$ cat src/rtl/updown_count_scheduler.sv
// updown_count_scheduler
// Two requesters submit multi-step up/down commands. A round-robin arbiter
// accepts one command at a time, and an FSM replays it as single-cycle
// up/down steps into an embedded WIDTH-bit counter. Completion is reported
// with a one-cycle done pulse, together with the requester id and a
// saturation flag.
//
// Handshake (per requester i): a command transfers on a rising edge where
// req_valid[i] and req_ready[i] are both high. req_ready is combinational,
// is at most one-hot, is offered only in IDLE and is held low during reset.
// Once the requester raises req_valid it keeps req_dir[i] and its req_steps
// field stable until the transfer. req_valid may be dropped before the
// transfer with no effect. Inputs seen in RUN or DONE are ignored.
module updown_count_scheduler #(
    parameter int WIDTH  = 4,
    parameter int STEP_W = 3
) (
    input  logic                clk,
    input  logic                reset,
    input  logic [1:0]          req_valid,
    input  logic [1:0]          req_dir,
    input  logic [2*STEP_W-1:0] req_steps,
    input  logic                sat_mode,
    output logic [1:0]          req_ready,
    output logic                up,
    output logic                down,
    output logic [WIDTH-1:0]    cnt,
    output logic [WIDTH-1:0]    inverted_cnt,
    output logic                busy,
    output logic                done,
    output logic                done_id,
    output logic                sat_hit,
    output logic [1:0]          fsm_state
);

    localparam logic [1:0] IDLE = 2'd0;
    localparam logic [1:0] RUN  = 2'd1;
    localparam logic [1:0] DONE = 2'd2;

    localparam logic [WIDTH-1:0]  CNT_MAX   = {WIDTH{1'b1}};
    localparam logic [WIDTH-1:0]  CNT_MIN   = {WIDTH{1'b0}};
    localparam logic [STEP_W-1:0] NO_STEPS  = {STEP_W{1'b0}};
    localparam logic [STEP_W-1:0] LAST_STEP = {{(STEP_W-1){1'b0}}, 1'b1};

    logic [1:0]        state;
    logic              rr_ptr;      // requester that wins when both are valid
    logic              cmd_dir;     // latched direction, 1 = up
    logic              cmd_sat;     // latched sat_mode
    logic              cmd_id;      // latched requester index
    logic [STEP_W-1:0] remaining;   // steps still to replay, including this cycle's
    logic              sat_flag;    // some step of this command was suppressed

    logic              grant_any;
    logic              grant_id;
    logic              grant_dir;
    logic [STEP_W-1:0] grant_steps;
    logic              at_bound;
    logic              step_blocked;

    // Arbitration: single valid requester wins outright, a tie goes to rr_ptr.
    always_comb begin
        grant_any = 1'b0;
        grant_id  = 1'b0;
        if (!reset && state == IDLE) begin
            case (req_valid)
                2'b01: begin
                    grant_any = 1'b1;
                    grant_id  = 1'b0;
                end
                2'b10: begin
                    grant_any = 1'b1;
                    grant_id  = 1'b1;
                end
                2'b11: begin
                    grant_any = 1'b1;
                    grant_id  = rr_ptr;
                end
                default: begin
                    grant_any = 1'b0;
                    grant_id  = 1'b0;
                end
            endcase
        end
    end

    // The granted requester always has valid high, so a grant is an accept.
    assign req_ready   = {grant_any & grant_id, grant_any & ~grant_id};
    assign grant_dir   = req_dir[grant_id];
    assign grant_steps = grant_id ? req_steps[2*STEP_W-1:STEP_W]
                                  : req_steps[STEP_W-1:0];

    // A step is suppressed when saturating and the counter already sits at
    // the bound it is heading towards.
    assign at_bound     = cmd_dir ? (cnt == CNT_MAX) : (cnt == CNT_MIN);
    assign step_blocked = cmd_sat & at_bound;

    assign inverted_cnt = ~cnt;
    assign busy         = (state == RUN) || (state == DONE);
    assign fsm_state    = state;

    // Control FSM: IDLE accepts, RUN replays steps, DONE holds for the pulse.
    always_ff @(posedge clk) begin
        if (reset) begin
            state <= IDLE;
        end else begin
            case (state)
                IDLE: begin
                    if (grant_any) begin
                        state <= (grant_steps == NO_STEPS) ? DONE : RUN;
                    end
                end
                RUN: begin
                    if (remaining == LAST_STEP || remaining == NO_STEPS) begin
                        state <= DONE;
                    end
                end
                DONE: begin
                    // First DONE cycle raises done; the second returns to IDLE.
                    if (done) begin
                        state <= IDLE;
                    end
                end
                default: begin
                    state <= IDLE;
                end
            endcase
        end
    end

    // Latch the accepted command and count down the steps still to replay.
    always_ff @(posedge clk) begin
        if (reset) begin
            cmd_dir   <= 1'b0;
            cmd_sat   <= 1'b0;
            cmd_id    <= 1'b0;
            remaining <= NO_STEPS;
        end else if (state == IDLE && grant_any) begin
            cmd_dir   <= grant_dir;
            cmd_sat   <= sat_mode;
            cmd_id    <= grant_id;
            remaining <= grant_steps;
        end else if (state == RUN && remaining != NO_STEPS) begin
            remaining <= remaining - 1'b1;
        end
    end

    // Round-robin pointer hands priority to the other requester after any accept.
    always_ff @(posedge clk) begin
        if (reset) begin
            rr_ptr <= 1'b0;
        end else if (state == IDLE && grant_any) begin
            rr_ptr <= ~grant_id;
        end
    end

    // Counter and its step pulses, registered together so a pulse and the
    // counter value it produced are visible in the same cycle.
    always_ff @(posedge clk) begin
        if (reset) begin
            cnt  <= CNT_MIN;
            up   <= 1'b0;
            down <= 1'b0;
        end else begin
            up   <= 1'b0;
            down <= 1'b0;
            if (state == RUN && !step_blocked) begin
                if (cmd_dir) begin
                    cnt <= cnt + 1'b1;
                    up  <= 1'b1;
                end else begin
                    cnt  <= cnt - 1'b1;
                    down <= 1'b1;
                end
            end
        end
    end

    // Sticky saturation flag for the command in flight, cleared as DONE exits.
    always_ff @(posedge clk) begin
        if (reset) begin
            sat_flag <= 1'b0;
        end else if (state == RUN && step_blocked) begin
            sat_flag <= 1'b1;
        end else if (state == DONE && done) begin
            sat_flag <= 1'b0;
        end
    end

    // Completion report: a single-cycle done with id and saturation status.
    always_ff @(posedge clk) begin
        if (reset) begin
            done    <= 1'b0;
            done_id <= 1'b0;
            sat_hit <= 1'b0;
        end else if (state == DONE && !done) begin
            done    <= 1'b1;
            done_id <= cmd_id;
            sat_hit <= sat_flag;
        end else begin
            done    <= 1'b0;
            sat_hit <= 1'b0;
        end
    end

endmodule
$ cat config.mk
export PLATFORM = sky130hd
export DESIGN_NAME = updown_count_scheduler
export DESIGN_NICKNAME = d
export VERILOG_FILES = /design/src/rtl/updown_count_scheduler.sv
export SDC_FILE = /design/constraint.sdc
export NUM_CORES = 1
export LEC_CHECK = 0
export ABC_AREA = 1
export CAP_MARGIN = 10
export CORE_UTILIZATION = 47
export DETAILED_ROUTE_END_ITERATION = 7
export GPL_TIMING_DRIVEN = 0
export HOLD_SLACK_MARGIN = 0.15
export PLACE_DENSITY = 0.86
export SLEW_MARGIN = 40
export SYNTH_ARGS = -nofsm -noshare
export SYNTH_HDL_FRONTEND = slang
export SYNTH_SLANG_ARGS = --single-unit
$ cat constraint.sdc
create_clock -name clk -period 1.7 [get_ports clk]
set_input_delay 0.34 -clock clk [delete_from_list [all_inputs] [get_ports clk]]
set_output_delay 0.34 -clock clk [all_outputs]
set_load 0.02 [all_outputs]
==> impl_results.md, run 1 <==
- Crit-path leading delay family: buffers and inverters
- Layout area overhead: 44.2%
- Placed instance count: 207
- Number of global-route vias before repair: 1052
- Clk pwr share: 11.0%
- FP Rows: 17
- Synthesized cell area: 1110 µm²
- Post-DRT Antenna Nets: 0
- H-tree depth: 1
- Sw frac: 44.1%
- DRT iter0 DRCs: 41
- Setup crit start kind: flop
- DRC viols: 0
- Gr usage total: 22.5%
- Number of flip-flops under the largest register name: 4
- Area leader, netlist: dfxtp_1
- DR pass1 iterations: 4
- Worst-path clk slew: 0.11 ns
- Status: finished with violations
- Routability Congestion: 0.787
- PortBufs: 29
- First-pass GRT wire length: 4350 µm
- Yosys reg bits: 19
- Worst Path Arrival: 1.50 ns
- Layout cells sized above 1: 23.1%
- Slew at the pin closest to its max-slew limit: 0.293 ns
- HPWL after DPL: 1910 µm
- PD cells: 1330 nW/µm²
- Final min period: 1.84 ns
- Die extent in x: 50.6 µm
- Combinational power share: 58.2%
- Largest cells by area after synthesis: dfxtp_1 34%, nand2_1 9.8%, ha_1 9.0%
- Most frequent cells in the layout: 27 x nand2_1, 18 x inv_1, 17 x clkdlybuf4s50_1
- Largest net degree at the start of global routing: 12
- Worst Setup End Kind: primary output
- RSZ-0062 raised after global routing: true
- Failing checks: negative setup slack
- Worst EP required: 1.36 ns
- Crit Path Category: reg -> out
- Placed standard-cell area: 1440 µm²
- Pre-CTS setup slack: -0.535 ns
- Setup violators final: 1
- Vias post-DR: 1137
- Maximum VDD drop: 0.753 mV
- Sw power: 0.935 mW
- CTS Buf Count: 3
- Total grt overflow: 0
- Nets: 218
- Clock latency on the worst-skew pair: 0.30 ns
- Core area: 2210 µm²
- Crit path cell chain: inv_2 -> ha_4 -> inv_4 -> nor2_8 -> o21ai_4 -> buf_6 -> nor2_4 -> buf_6
- Io pins: 31
- DR vias/cell: 5.10
- Clock root cell: clkbuf_4
- Max Clk Rate: 0.544 GHz
- Finished Layout Cells: 223
- Commonest non-fill, non-tap cell in the layout: nand2_1
- Total leakage power: 0.750 nW
- Design Area, Final: 1600 µm²
- Max Cap Viol: 0
- Final Skew: 0.00435 ns
- Synth top area share: 34.3%
- Library cells used by synthesis: 29
- Max FO, Critical Path: 3
- Antenna violations before repair: 0
- Fin Hold WS: 0.256 ns
- Drt wl/cell: 11.9 µm
- Pint: 1.19 mW
- Final Cycle Share: 108%
- Part of the power in registers: 30.8%
- CTS tree: yes
- Clk buf depth: 2
- Syn avg cell area: 7.40 µm²
- Slowest-stage cell, CP: dfxtp_2
- Buf/Inv on CP: 4
- Die height: 50.6 µm
- Critical Path Most Common Cell: buf_6
- Yosys warnings: 0
- Total nets after synthesis: 172
- Clock sink total: 19
- ANT cells: 0
- Die Footprint: 2560 µm²
- Seq/Total Area, Yosys: 34.3%
- Slew Limit Fails: 0
- Setup ws final: -0.137 ns
- Worst path max stage delay: 0.35 ns
- Largest reg by FF count: cnt
- Hold Vio Cnt, Final: 0
- Relative max-transition margin: 80.4%
- Final TNS setup: -0.137 ns
- Tightest Hold Check Type: in -> reg
- Initial Util: 50.2%
- WL final: 2660 µm
- Cells after synthesis: 150
## power by group through the flow
stage          Sequential [mW]  Clock [mW]  Combinational (mW)
4_1_cts                  0.648       0.241                1.18
5_1_grt                  0.668       0.256                1.35
6_report                 0.654       0.234                1.24
3_5_place_dp             0.659           0                1.07
3_3_place_gp             0.648           0                1.02
2_1_floorplan            0.712           0               0.654
## metal layers
layer | vias up | part of all wire (%) | track usage, %
li1 | 567 | - | -
met1 | 513 | 41 | 24.5
met3 | 6 | 5.6 | 3.03
met4 | 0 | 1.5 | 9.26
met2 | 51 | 52 | 42.7
met5 | - | 0 | 0
## cells in the mapped netlist
| cell | count |
|---|---|
| nand2_1 | 29 |
| inv_1 | 20 |
| dfxtp_1 | 19 |
| nor2_1 | 14 |
| nand3_1 | 10 |
| ha_1 | 8 |
| a21oi_1 | 7 |
| inv_2 | 6 |
| nand4_1 | 6 |
| o21ai_0 | 4 |
| nor3_1 | 3 |
| a21oi_2 | 2 |
| buf_6 | 2 |
| nand2_2 | 2 |
| nand3_2 | 2 |
| o21ai_1 | 2 |
| xor2_1 | 2 |
| a22oi_1 | 1 |
| a31oi_1 | 1 |
| and3_1 | 1 |
| buf_2 | 1 |
| clkinv_1 | 1 |
| fa_1 | 1 |
| nand3b_1 | 1 |
| nor2_4 | 1 |
| nor2_8 | 1 |
| o21a_1 | 1 |
| o21ai_2 | 1 |
| xnor2_1 | 1 |
## cell families after synthesis
| group | count (synthesis) | share of synthesized area [%] |
|---|---|---|
| flip-flops | 19 | 34.3 |
| adder cells (fa/ha/maj) | 9 | 10.8 |
| AND/OR/NAND/NOR | 70 | 30.8 |
| AO/OA/AOI/OAI | 19 | 10.1 |
| XOR/XNOR | 3 | 2.37 |
| buffers and inverters | 30 | 11.6 |
## through the flow
stage	power [mW]	utilization, %
2_1_floorplan	1.37	-
3_3_place_gp	1.67	64.9
3_5_place_dp	1.73	64.9
4_1_cts	2.07	70.4
5_1_grt	2.27	72.3
6_report	2.12	72.3
## final timing paths
| kind | from | to | slack [ns] | cells past startpoint |
|---|---|---|---|---|
| setup / recovery | fsm_state[1] | req_ready[0] | -0.14 | 8 |
| hold / removal | reset | fsm_state[0] | 0.26 | 2 |
| setup reg to reg | fsm_state[1] | fsm_state[1] | 0.10 | 10 |
| hold reg to reg | cmd_id | cmd_id | 0.49 | 2 |
## cell type report
cell class / instances / area [µm²]
clock inverters: 1 / 5.00
repair buffers: 41 / 378
multi-input cells: 101 / 641
flip-flops and latches: 19 / 385
inverters: 27 / 106
well taps: 28 / 35.0
fillers: 177 / 612
plain buffers: 3 / 27.5
clock buffers: 3 / 22.5
## repair_timing
item	4_1_cts	5_1_grt
hold buffers	0	0
pin swaps	3	1
resized for setup	31	6
buffers inserted	9	3
endpoints found under the setup margin	9	7
No activity file was read; power rests on OpenSTA's default activity.
==> run 2, diff against run 1 <==
--- a/config.mk
+++ b/config.mk
@@ -8,10 +8,12 @@
 export ABC_AREA = 1
 export CAP_MARGIN = 10
 export CORE_UTILIZATION = 47
+export CTS_CLUSTER_DIAMETER = 60
 export DETAILED_ROUTE_END_ITERATION = 7
 export GPL_TIMING_DRIVEN = 0
 export HOLD_SLACK_MARGIN = 0.15
 export PLACE_DENSITY = 0.86
+export RECOVER_POWER = 100
 export SLEW_MARGIN = 40
 export SYNTH_ARGS = -nofsm -noshare
 export SYNTH_HDL_FRONTEND = slang
==> results of run 2 <==
No change in the layout: final DEF, timing and power equal those of run 1.
==> run 3, diff against run 2 <==
==> constraint.sdc (replaced) <==
create_clock -name clk -period 1.78 [get_ports clk]
set_input_delay 0.356 -clock clk [delete_from_list [all_inputs] [get_ports clk]]
set_output_delay 0.356 -clock clk [all_outputs]
set_load 0.02 [all_outputs]
==> run 3 against run 2 <==
- the flow still finishes with violations (negative setup slack)
- via count increased by 0.18%
- critical path depth unchanged
- clock-buffer cell count unchanged
- flip-flop and latch count unchanged
- core utilization decreased by 0.79 points
- global-route usage decreased by 0.32 points
- total power decreased by 4.8%
- design area decreased by 1.1%
- highest routed layer unchanged
- worst setup slack improved by 0.13 ns
- clock power decreased by 3%
- critical path type unchanged
==> impl_results.md, run 3 (same netlist as run 1, synthesis figures left out) <==
- Slew Limit Fails: 0
- Hold Vio Cnt, Final: 0
- Core area: 2210 µm²
- Io pins: 31
- Overall power: 2.02 mW
- Most frequent cells in the layout: 28 x nand2_1, 20 x clkdlybuf4s50_1, 18 x inv_1
- Post-DRT Antenna Nets: 0
- Max FO, Critical Path: 5
- Gr usage total: 22.2%
- Die Footprint: 2560 µm²
- Worst Path Arrival: 1.43 ns
- Nets: 217
- ANT cells: 0
- Worst-path clk slew: 0.12 ns
- Tightest Hold Check Type: in -> reg
- Slew at the pin closest to its max-slew limit: 0.296 ns
- Number of global-route vias before repair: 1014
- Routability Congestion: 0.787
- Final min period: 1.79 ns
- FP Rows: 17
- WL final: 2620 µm
- Initial Util: 50.2%
- Clock sink total: 19
- HPWL after DPL: 1910 µm
- Placed instance count: 207
- PortBufs: 29
- Clock root cell: clkbuf_4
- Finished Core Util: 71.5%
- Clock latency on the worst-skew pair: 0.30 ns
- DRT iter0 DRCs: 34
- Antenna violations before repair: 0
- Largest reg by FF count: cnt
- Setup violators final: 1
- Max Cap Viol: 0
- CTS Buf Count: 3
- Final Cycle Share: 100%
- Maximum VDD drop: 0.707 mV
- Commonest non-fill, non-tap cell in the layout: nand2_1
- PD cells: 1280 nW/µm²
- Relative max-transition margin: 80.2%
- DR vias/cell: 5.13
- Max Clk Rate: 0.560 GHz
- Die height: 50.6 µm
- Setup ws final: -0.00620 ns
- DRC viols: 0
- Vias post-DR: 1139
- CTS tree: yes
- Register Area: 384 µm²
- Layout filler cell count: 177
- Die extent in x: 50.6 µm
- Status: finished with violations
- Final Skew: 0.00820 ns
- First-pass GRT wire length: 4280 µm
- Crit Path Category: reg -> out
- Worst EP required: 1.42 ns
- Largest net degree at the start of global routing: 12
- Setup crit start kind: flop
- Total grt overflow: 0
- Layout area overhead: 42.6%
- # hold bufs at CTS: 0
- RSZ-0062 raised after global routing: true
- Worst Setup End Kind: primary output
- Multi-input logic area: 631 µm²
- H-tree depth: 1
- Fin Hold WS: 0.267 ns
- DR pass1 iterations: 4
- Drt wl/cell: 11.8 µm
- Clk buf depth: 2
- Failing checks: negative setup slack
- Layout cells sized above 1: 21.6%
- Number of flip-flops under the largest register name: 4
- Total leakage power: 0.785 nW
- Finished Layout Cells: 222
[run 3: cell types whose count changed in the layout (fill, tap and decap cells not counted), moves of 2 or more]
cell,change
buf_6,-2
clkdlybuf4s50_1,+3
dlygate4sd2_1,-5
dlymetal6s2s_1,+2
[run 3: what timing repair did]
action / CTS / global route
pin swaps: 3 / 3
setup buffers: 8 / 4
gates resized for setup: 23 / 6
endpoints found under the setup margin: 5 / 7
[run 3: metal layers]
layer  routed length [µm]  up-vias  global-route usage (%)  share of wire, %
li1                     -      569                       -                 -
met1                 1080      522                    24.4                41
met2                 1390       46                    43.1                53
met3                  141        2                    2.73               5.4
met4                    8        0                    6.94              0.31
met5                    0        -                       0                 0
[run 3: final cells by class]
cell class	instances	share of cell area (%)
flip-flops and latches	19	24.3
inverters	27	6.72
clock buffers	3	1.42
multi-input cells	101	39.8
plain buffers	2	1.03
repair buffers	41	24.2
well taps	28	2.21
clock inverters	1	0.316
[run 3: final timing paths]
check | startpoint | to | slack [ns] | cells past startpoint
worst max register to register | fsm_state[1] | fsm_state[1] | 0.18 | 9
worst min register to register | sat_flag | sat_flag | 0.50 | 2
worst min-delay path | reset | fsm_state[0] | 0.27 | 2
worst max-delay path | fsm_state[1] | req_ready[0] | -0.006 | 8
[run 3: critical path, cell delays in order, from the launching register on]
cell and delay (ns):
dfxtp_2 0.35, inv_2 0.08, ha_4 0.15, inv_4 0.04
nor2_8 0.11, nand3_4 0.12, inv_4 0.09, nor2_4 0.04
buf_6 0.13
[run 3: power breakdown]
group / switching [mW] / total, mW / internal (mW)
clock network: 0.142 / 0.226 / 0.0838
logic: 0.640 / 1.17 / 0.530
registers: 0.0963 / 0.625 / 0.529
[run 3: through the flow]
stage          setup TNS, ns  setup slack, ns  area [µm²]
2_1_floorplan              0            0.143        1110
3_3_place_gp          -0.869           -0.482        1440
3_5_place_dp          -0.906           -0.487        1440
4_1_cts              -0.0708          -0.0528        1550
5_1_grt               -0.165          -0.0858        1580
6_report            -0.00620         -0.00620        1580
